### src/rtl/seg_scan_decoder.sv
`default_nettype none
// ============================================================================
// Module      : seg_scan_decoder
// Description : Recovers the value shown on a multiplexed, active-low 8-digit
//               7-segment display by watching its digit-select and segment
//               lines. Each digit is captured once its select and segment
//               lines have been stable for SETTLE_CYC cycles. The captured
//               pattern is decoded to a hex nibble, and a frame pulse is
//               raised once all eight digits have been refreshed.
//
// Ports       : clk         - system clock
//               rst         - asynchronous active-high reset
//               sel[7:0]    - digit select, active-low (sel[i]=0 -> digit i)
//               seg[7:0]    - segments, active-low (a..g = [0..6], dp = [7])
//               digits[31:0]- captured hex value, digit i at [4i+3:4i]
//               dp[7:0]     - captured decimal point per digit (1 = lit)
//               blank[7:0]  - digit captured with a..g all off
//               bad[7:0]    - digit captured with an unrecognised a..g pattern
//               frame_valid - one-cycle pulse when all 8 digits are refreshed
//               sel_err     - sticky: more than one digit selected at once
//               stall       - scan watchdog timeout
//
// Options     : SCAN_WATCHDOG_EN - when defined, stall rises after
//               TIMEOUT_CYC cycles without a frame_valid. When undefined,
//               stall is tied low and no watchdog counter exists.
//
// Revision    : 1.0 - initial release
// ============================================================================
module seg_scan_decoder #(
    parameter int SETTLE_CYC  = 16,
    parameter int TIMEOUT_CYC = 1000000
) (
    input  logic        clk,
    input  logic        rst,
    input  logic [7:0]  sel,
    input  logic [7:0]  seg,
    output logic [31:0] digits,
    output logic [7:0]  dp,
    output logic [7:0]  blank,
    output logic [7:0]  bad,
    output logic        frame_valid,
    output logic        sel_err,
    output logic        stall
);

    localparam int                 c_CNT_W   = (SETTLE_CYC > 1) ? $clog2(SETTLE_CYC) : 1;
    localparam logic [c_CNT_W-1:0] c_CNT_MAX = c_CNT_W'(SETTLE_CYC - 1);

    typedef enum logic [1:0] {
        S_IDLE   = 2'd0,
        S_SETTLE = 2'd1,
        S_HOLD   = 2'd2
    } state_t;

    state_t             r_state, w_state_nxt;
    logic [7:0]         r_sel, r_seg;
    logic [7:0]         r_cur_sel, r_cur_seg;
    logic [2:0]         r_idx, w_sel_idx;
    logic [c_CNT_W-1:0] r_cnt, w_cnt_nxt;
    logic [7:0]         r_mask, w_mask_nxt;
    logic               r_sel_err;
    logic [31:0]        r_digits;
    logic [7:0]         r_dp, r_blank, r_bad;
    logic               w_cur_ld, w_capture;
    logic [7:0]         w_sel_n;
    logic               w_idle, w_one_hot, w_illegal, w_fv;
    logic [5:0]         w_dec;

    // Returns {bad, blank, value} for an active-high a..g pattern.
    function automatic logic [5:0] decode_glyph(input logic [6:0] on);
        logic [5:0] r;
        case (on)
            7'h3F:   r = {2'b00, 4'h0};
            7'h06:   r = {2'b00, 4'h1};
            7'h5B:   r = {2'b00, 4'h2};
            7'h4F:   r = {2'b00, 4'h3};
            7'h66:   r = {2'b00, 4'h4};
            7'h6D:   r = {2'b00, 4'h5};
            7'h7D:   r = {2'b00, 4'h6};
            7'h07:   r = {2'b00, 4'h7};
            7'h7F:   r = {2'b00, 4'h8};
            7'h6F:   r = {2'b00, 4'h9};
            7'h77:   r = {2'b00, 4'hA};
            7'h7C:   r = {2'b00, 4'hB};
            7'h39:   r = {2'b00, 4'hC};
            7'h5E:   r = {2'b00, 4'hD};
            7'h79:   r = {2'b00, 4'hE};
            7'h71:   r = {2'b00, 4'hF};
            7'h00:   r = {2'b01, 4'h0};
            default: r = {2'b10, 4'h0};
        endcase
        return r;
    endfunction

    // Select classification works on the active-high form: legal means
    // nothing selected or exactly one bit set.
    assign w_sel_n   = ~r_sel;
    assign w_idle    = (w_sel_n == 8'h00);
    assign w_one_hot = !w_idle && ((w_sel_n & (w_sel_n - 8'd1)) == 8'h00);
    assign w_illegal = !w_idle && !w_one_hot;
    assign w_fv      = (r_mask == 8'hFF);
    assign w_dec     = decode_glyph(~r_cur_seg[6:0]);

    always_comb begin
        w_sel_idx = 3'd0;
        for (int i = 0; i < 8; i++) begin
            if (!r_sel[i]) w_sel_idx = 3'(i);
        end
    end

    // Next-state logic. w_cur_ld snapshots the current sel/seg as the
    // reference that later cycles are compared against.
    always_comb begin
        w_state_nxt = r_state;
        w_cnt_nxt   = r_cnt;
        w_cur_ld    = 1'b0;
        w_capture   = 1'b0;
        if (w_illegal || w_idle) begin
            w_state_nxt = S_IDLE;
        end else begin
            case (r_state)
                S_IDLE: begin
                    w_cur_ld    = 1'b1;
                    w_cnt_nxt   = '0;
                    w_state_nxt = S_SETTLE;
                end
                S_SETTLE: begin
                    if (r_sel != r_cur_sel || r_seg != r_cur_seg) begin
                        w_cur_ld  = 1'b1;
                        w_cnt_nxt = '0;
                    end else if (r_cnt == c_CNT_MAX) begin
                        w_capture   = 1'b1;
                        w_state_nxt = S_HOLD;
                    end else begin
                        w_cnt_nxt = r_cnt + 1'b1;
                    end
                end
                S_HOLD: begin
                    // Segment changes are ignored until a new digit is selected.
                    if (r_sel != r_cur_sel) begin
                        w_cur_ld    = 1'b1;
                        w_cnt_nxt   = '0;
                        w_state_nxt = S_SETTLE;
                    end
                end
                default: w_state_nxt = S_IDLE;
            endcase
        end
    end

    // A clear (frame done or illegal select) is applied before the capture
    // bit so a coincident capture is never lost.
    always_comb begin
        w_mask_nxt = (w_fv || w_illegal) ? 8'h00 : r_mask;
        if (w_capture) w_mask_nxt[r_idx] = 1'b1;
    end

    always_ff @(posedge clk or posedge rst) begin
        if (rst) begin
            r_sel     <= 8'hFF;
            r_seg     <= 8'hFF;
            r_state   <= S_IDLE;
            r_cnt     <= '0;
            r_cur_sel <= 8'hFF;
            r_cur_seg <= 8'hFF;
            r_idx     <= 3'd0;
            r_mask    <= 8'h00;
            r_sel_err <= 1'b0;
            r_digits  <= 32'h0;
            r_dp      <= 8'h00;
            r_blank   <= 8'h00;
            r_bad     <= 8'h00;
        end else begin
            r_sel   <= sel;
            r_seg   <= seg;
            r_state <= w_state_nxt;
            r_cnt   <= w_cnt_nxt;
            r_mask  <= w_mask_nxt;
            if (w_cur_ld) begin
                r_cur_sel <= r_sel;
                r_cur_seg <= r_seg;
                r_idx     <= w_sel_idx;
            end
            if (w_illegal)
                r_sel_err <= 1'b1;
            else if (w_fv)
                r_sel_err <= 1'b0;
            if (w_capture) begin
                r_digits[4*r_idx +: 4] <= w_dec[3:0];
                r_blank[r_idx]         <= w_dec[4];
                r_bad[r_idx]           <= w_dec[5];
                r_dp[r_idx]            <= ~r_cur_seg[7];
            end
        end
    end

`ifdef SCAN_WATCHDOG_EN
    localparam int             c_WD_W   = $clog2(TIMEOUT_CYC + 1);
    localparam logic [c_WD_W-1:0] c_WD_MAX = c_WD_W'(TIMEOUT_CYC);

    logic [c_WD_W-1:0] r_wd_cnt;

    always_ff @(posedge clk or posedge rst) begin
        if (rst)
            r_wd_cnt <= '0;
        else if (w_fv)
            r_wd_cnt <= '0;
        else if (r_wd_cnt != c_WD_MAX)
            r_wd_cnt <= r_wd_cnt + 1'b1;
    end

    assign stall = (r_wd_cnt == c_WD_MAX);
`else
    // Watchdog compiled out: stall is constant low for any valid TIMEOUT_CYC.
    assign stall = (TIMEOUT_CYC < 0);
`endif

    assign digits      = r_digits;
    assign dp          = r_dp;
    assign blank       = r_blank;
    assign bad         = r_bad;
    assign frame_valid = w_fv;
    assign sel_err     = r_sel_err;

endmodule
`default_nettype wire

### config.mk
export PLATFORM = sky130hd
export DESIGN_NAME = seg_scan_decoder
export DESIGN_NICKNAME = d
export VERILOG_FILES = /design/src/rtl/seg_scan_decoder.sv
export SDC_FILE = /design/constraint.sdc
export NUM_CORES = 1
export LEC_CHECK = 0
export ABC_AREA = 1
export ABC_CLOCK_PERIOD_IN_PS = 6000
export CAP_MARGIN = 0
export CORE_MARGIN = 2
export CORE_UTILIZATION = 61
export CTS_BUF_LIST = sky130_fd_sc_hd__clkbuf_4
export CTS_CLUSTER_SIZE = 24
export DETAILED_ROUTE_END_ITERATION = 10
export PLACE_DENSITY = 0.95
export SLEW_MARGIN = 10
export SYNTH_ARGS = -nofsm -noshare
export SYNTH_HDL_FRONTEND = slang
export SYNTH_SLANG_ARGS = --single-unit
### constraint.sdc
create_clock -name clk -period 6 [get_ports clk]
set_clock_uncertainty 0.2 [all_clocks]
set_input_delay 1.2 -clock clk [delete_from_list [all_inputs] [get_ports clk]]
set_output_delay 1.2 -clock clk [all_outputs]
set_load 0.005 [all_outputs]
==> metrics.yaml <==
max_cap_viol_count: 0
root_buffer: "clkbuf_4"
cts_hold_buf: 0
synth_seq_cells: 106
cts_htree_levels: 3
critical_path_class: "reg2out"
fin_cells: 953
dp_hpwl_um: 8828
initial_core_util_pct: 61.99
firstDrtPassIters: 6
die_area_um2: 10040
cp_data_arrival_time_ns: 1.95
setup_violations: 0
fill_cells: 713
cts_tree: "done"
status: "completed"
grt_pass1_vias: 4493
vias_per_cell: 5.203
drc: 0
yosys.area.top_type: "dfrtp_1"
clk_path_buf_depth: 2
leakagePower_nw: 3.563
multi_input_area_um2: 2344
cp_max_fo: 2
crit_required_ns: 4.60
numCtsBuffers: 9
final_cell_mix: "nand2_1, inv_1, nand3_1"
vdd_drop_max_v: 0.0001507
whs_endpoint: "r_state[1]$_DFFE_PP0P_"
critPathLaunchType: "flop"
hp-class: "reg2reg"
vias: 4958
port_buffers: 75
antennaDiodeCount: 0
design_power_total_w: 0.001657
syn2layout_area_growth_pct: 16.22
ant_nets: 0
gr-total-overflow: 0
drt_iter0_markers: 333
synth.area.top_cells: "dfrtp_1, nand2_1, dfstp_2"
hold_viol_final: 0
fp.dieH_um: 100.2
rrSetupSlack_ns: 2.78
crit_path_end_kind: "output pin"
hp-start: "r_state[0]$_DFFE_PP0P_"
grt_pass1_wl_um: 20240
cts_sinks: 106
synth_cells: 769
io_pins: 77
clkTransAtPathRegs_ns: 0.16
timing.slew.headroom_pct: 47.43
grt_max_degree: 68
seq_area_um2: 2693
min_period_ns: 3.347
netlist_area_um2: 5647
yosysTopAreaCellShare_pct: 32.79
dp.cells: 937
fmax_mhz: 298.7
rows: 35
min_period_over_period_pct: 55.79
setup_tns_ns: 0
yosysWarnings: 0
drive_above_1_share_pct: 9.145
reg2reg_depth: 9
power_density_nw_per_um2: 252.5
antenna_found_initial: 0
worst_pin_slew_ns: 0.7886
yosysUniqueCellTypes: 36
r2r-end: "digits[8]$_DFFE_PP0P_"
wl_per_cell_um: 12.51
holdWs_ns: 0.2507
wirelength_um: 11920
final_util_pct: 72.05
die_w_um: 100.2
holdPathStages: 1
rr_startpoint: "r_idx[0]$_DFFE_PP0P_"
final_nets: 861
syn_nets: 793
slew_violations: 0
worstSkewPairLatency_ns: 0.46
final_common_cell: "nand2_1"
ys_seq_area_share_pct: 47.68
core_area_um2: 9109
place.gp.congestion: 0.9493
synth.avg_cell_area_um2: 7.343
grt.total_usage_pct: 24.92
rsz0062_at_grt: "no"
cts_resized: 0
post-cts-setup-buffers: 0
==> kinds of logic (layout without fill, tap and decap cells) <==
family	Yosys count	count (layout)	share of synthesized area, %
AND/OR/NAND/NOR	496	496	38.51
buffers and inverters	146	219	10.81
flip-flops	106	106	47.68
AO/OA/AOI/OAI	10	10	0.9751
adder cells (fa/ha/maj)	6	6	1.329
XOR/XNOR	4	4	0.6205
other	1	1	0.06641
==> per-stage QoR <==
stage	setup WS [ns]	instance area, um^2
2_1_floorplan	1.864	5647
3_3_place_gp	3.048	6417
3_5_place_dp	3.020	6417
4_1_cts	2.694	6563
5_1_grt	2.567	6563
6_report	2.653	6563
==> state kept, by name (all words and copies together), names as in the netlist <==
name and cells:
digits 32, bad 8, blank 8, dp 8
r_cur_seg 8, r_cur_sel 8, r_mask 8, r_seg 8
r_sel 8, r_cnt 4, r_idx 3, r_state 2
sel_err 1
==> synthesized netlist by cell type <==
library cell and count:
buf_1 1, buf_6 6, xnor2_1 1, nand2_1 294, nor3_1 6, nor2_4 3, or2_2 1, xor2_1 3
o21ai_0 6, nand2_4 1, clkinv_1 1, nand3b_4 1, conb_1 1, nand3_4 1, inv_2 7, nand2_2 2
nand4_1 35, nand3_1 82, buf_2 7, clkbuf_1 4, nand3b_1 1, ha_1 6, nor2_2 7, inv_1 118
dfstp_2 32, nor4_1 1, nor4_2 1, and2_1 1, clkinv_4 1, nand3_2 2, buf_4 1, nor2_1 57
o31ai_1 1, dfrtp_1 74, o211ai_1 1, a21oi_1 2
==> layout make-up <==
cell class,instances,area share (%)
timing repair buffer,76,11.55
multi-input combinational,517,35.71
clock buffer,9,1.030
inverter,127,7.378
clock inverter,7,1.182
tap,111,2.116
sequential,106,41.03
==> routing by layer <==
layer | GRT usage, % | part of all wire (%)
met5 | 0 | 0
met4 | 7.271 | 1.3
met3 | 2.716 | 4.7
met2 | 42.54 | 49
met1 | 33.82 | 45
==> power breakdown <==
part / internal (W) / leakage (nW) / switching [W]
Sequential: 0.000789 / 1.36 / 0.0000659
Clock: 0.000131 / 0.0769 / 0.000240
Combinational: 0.000122 / 2.13 / 0.000310
==> worst max-delay path: stages (launching register included) <==
cell and delay (ns):
dfrtp_1 0.40, nand2_1 0.07, nor4_1 0.42, clkdlybuf4s50_1 0.60
==> worst max-delay path by stage <==
stage                        start                    to  slack (ns)  depth (start not counted)
4_1_cts        r_mask[3]$_DFF_PP0_           frame_valid        2.69                          3
6_report       r_mask[3]$_DFF_PP0_           frame_valid        2.65                          3
3_3_place_gp                   rst  blank[2]$_DFFE_PP0P_        3.05                          3
2_1_floorplan                  rst    bad[0]$_DFFE_PP0P_        1.86                          1
3_5_place_dp                   rst     dp[2]$_DFFE_PP0P_        3.02                          3
5_1_grt        r_mask[6]$_DFF_PP0_           frame_valid        2.57                          3
(Power assumes the default switching activity.)
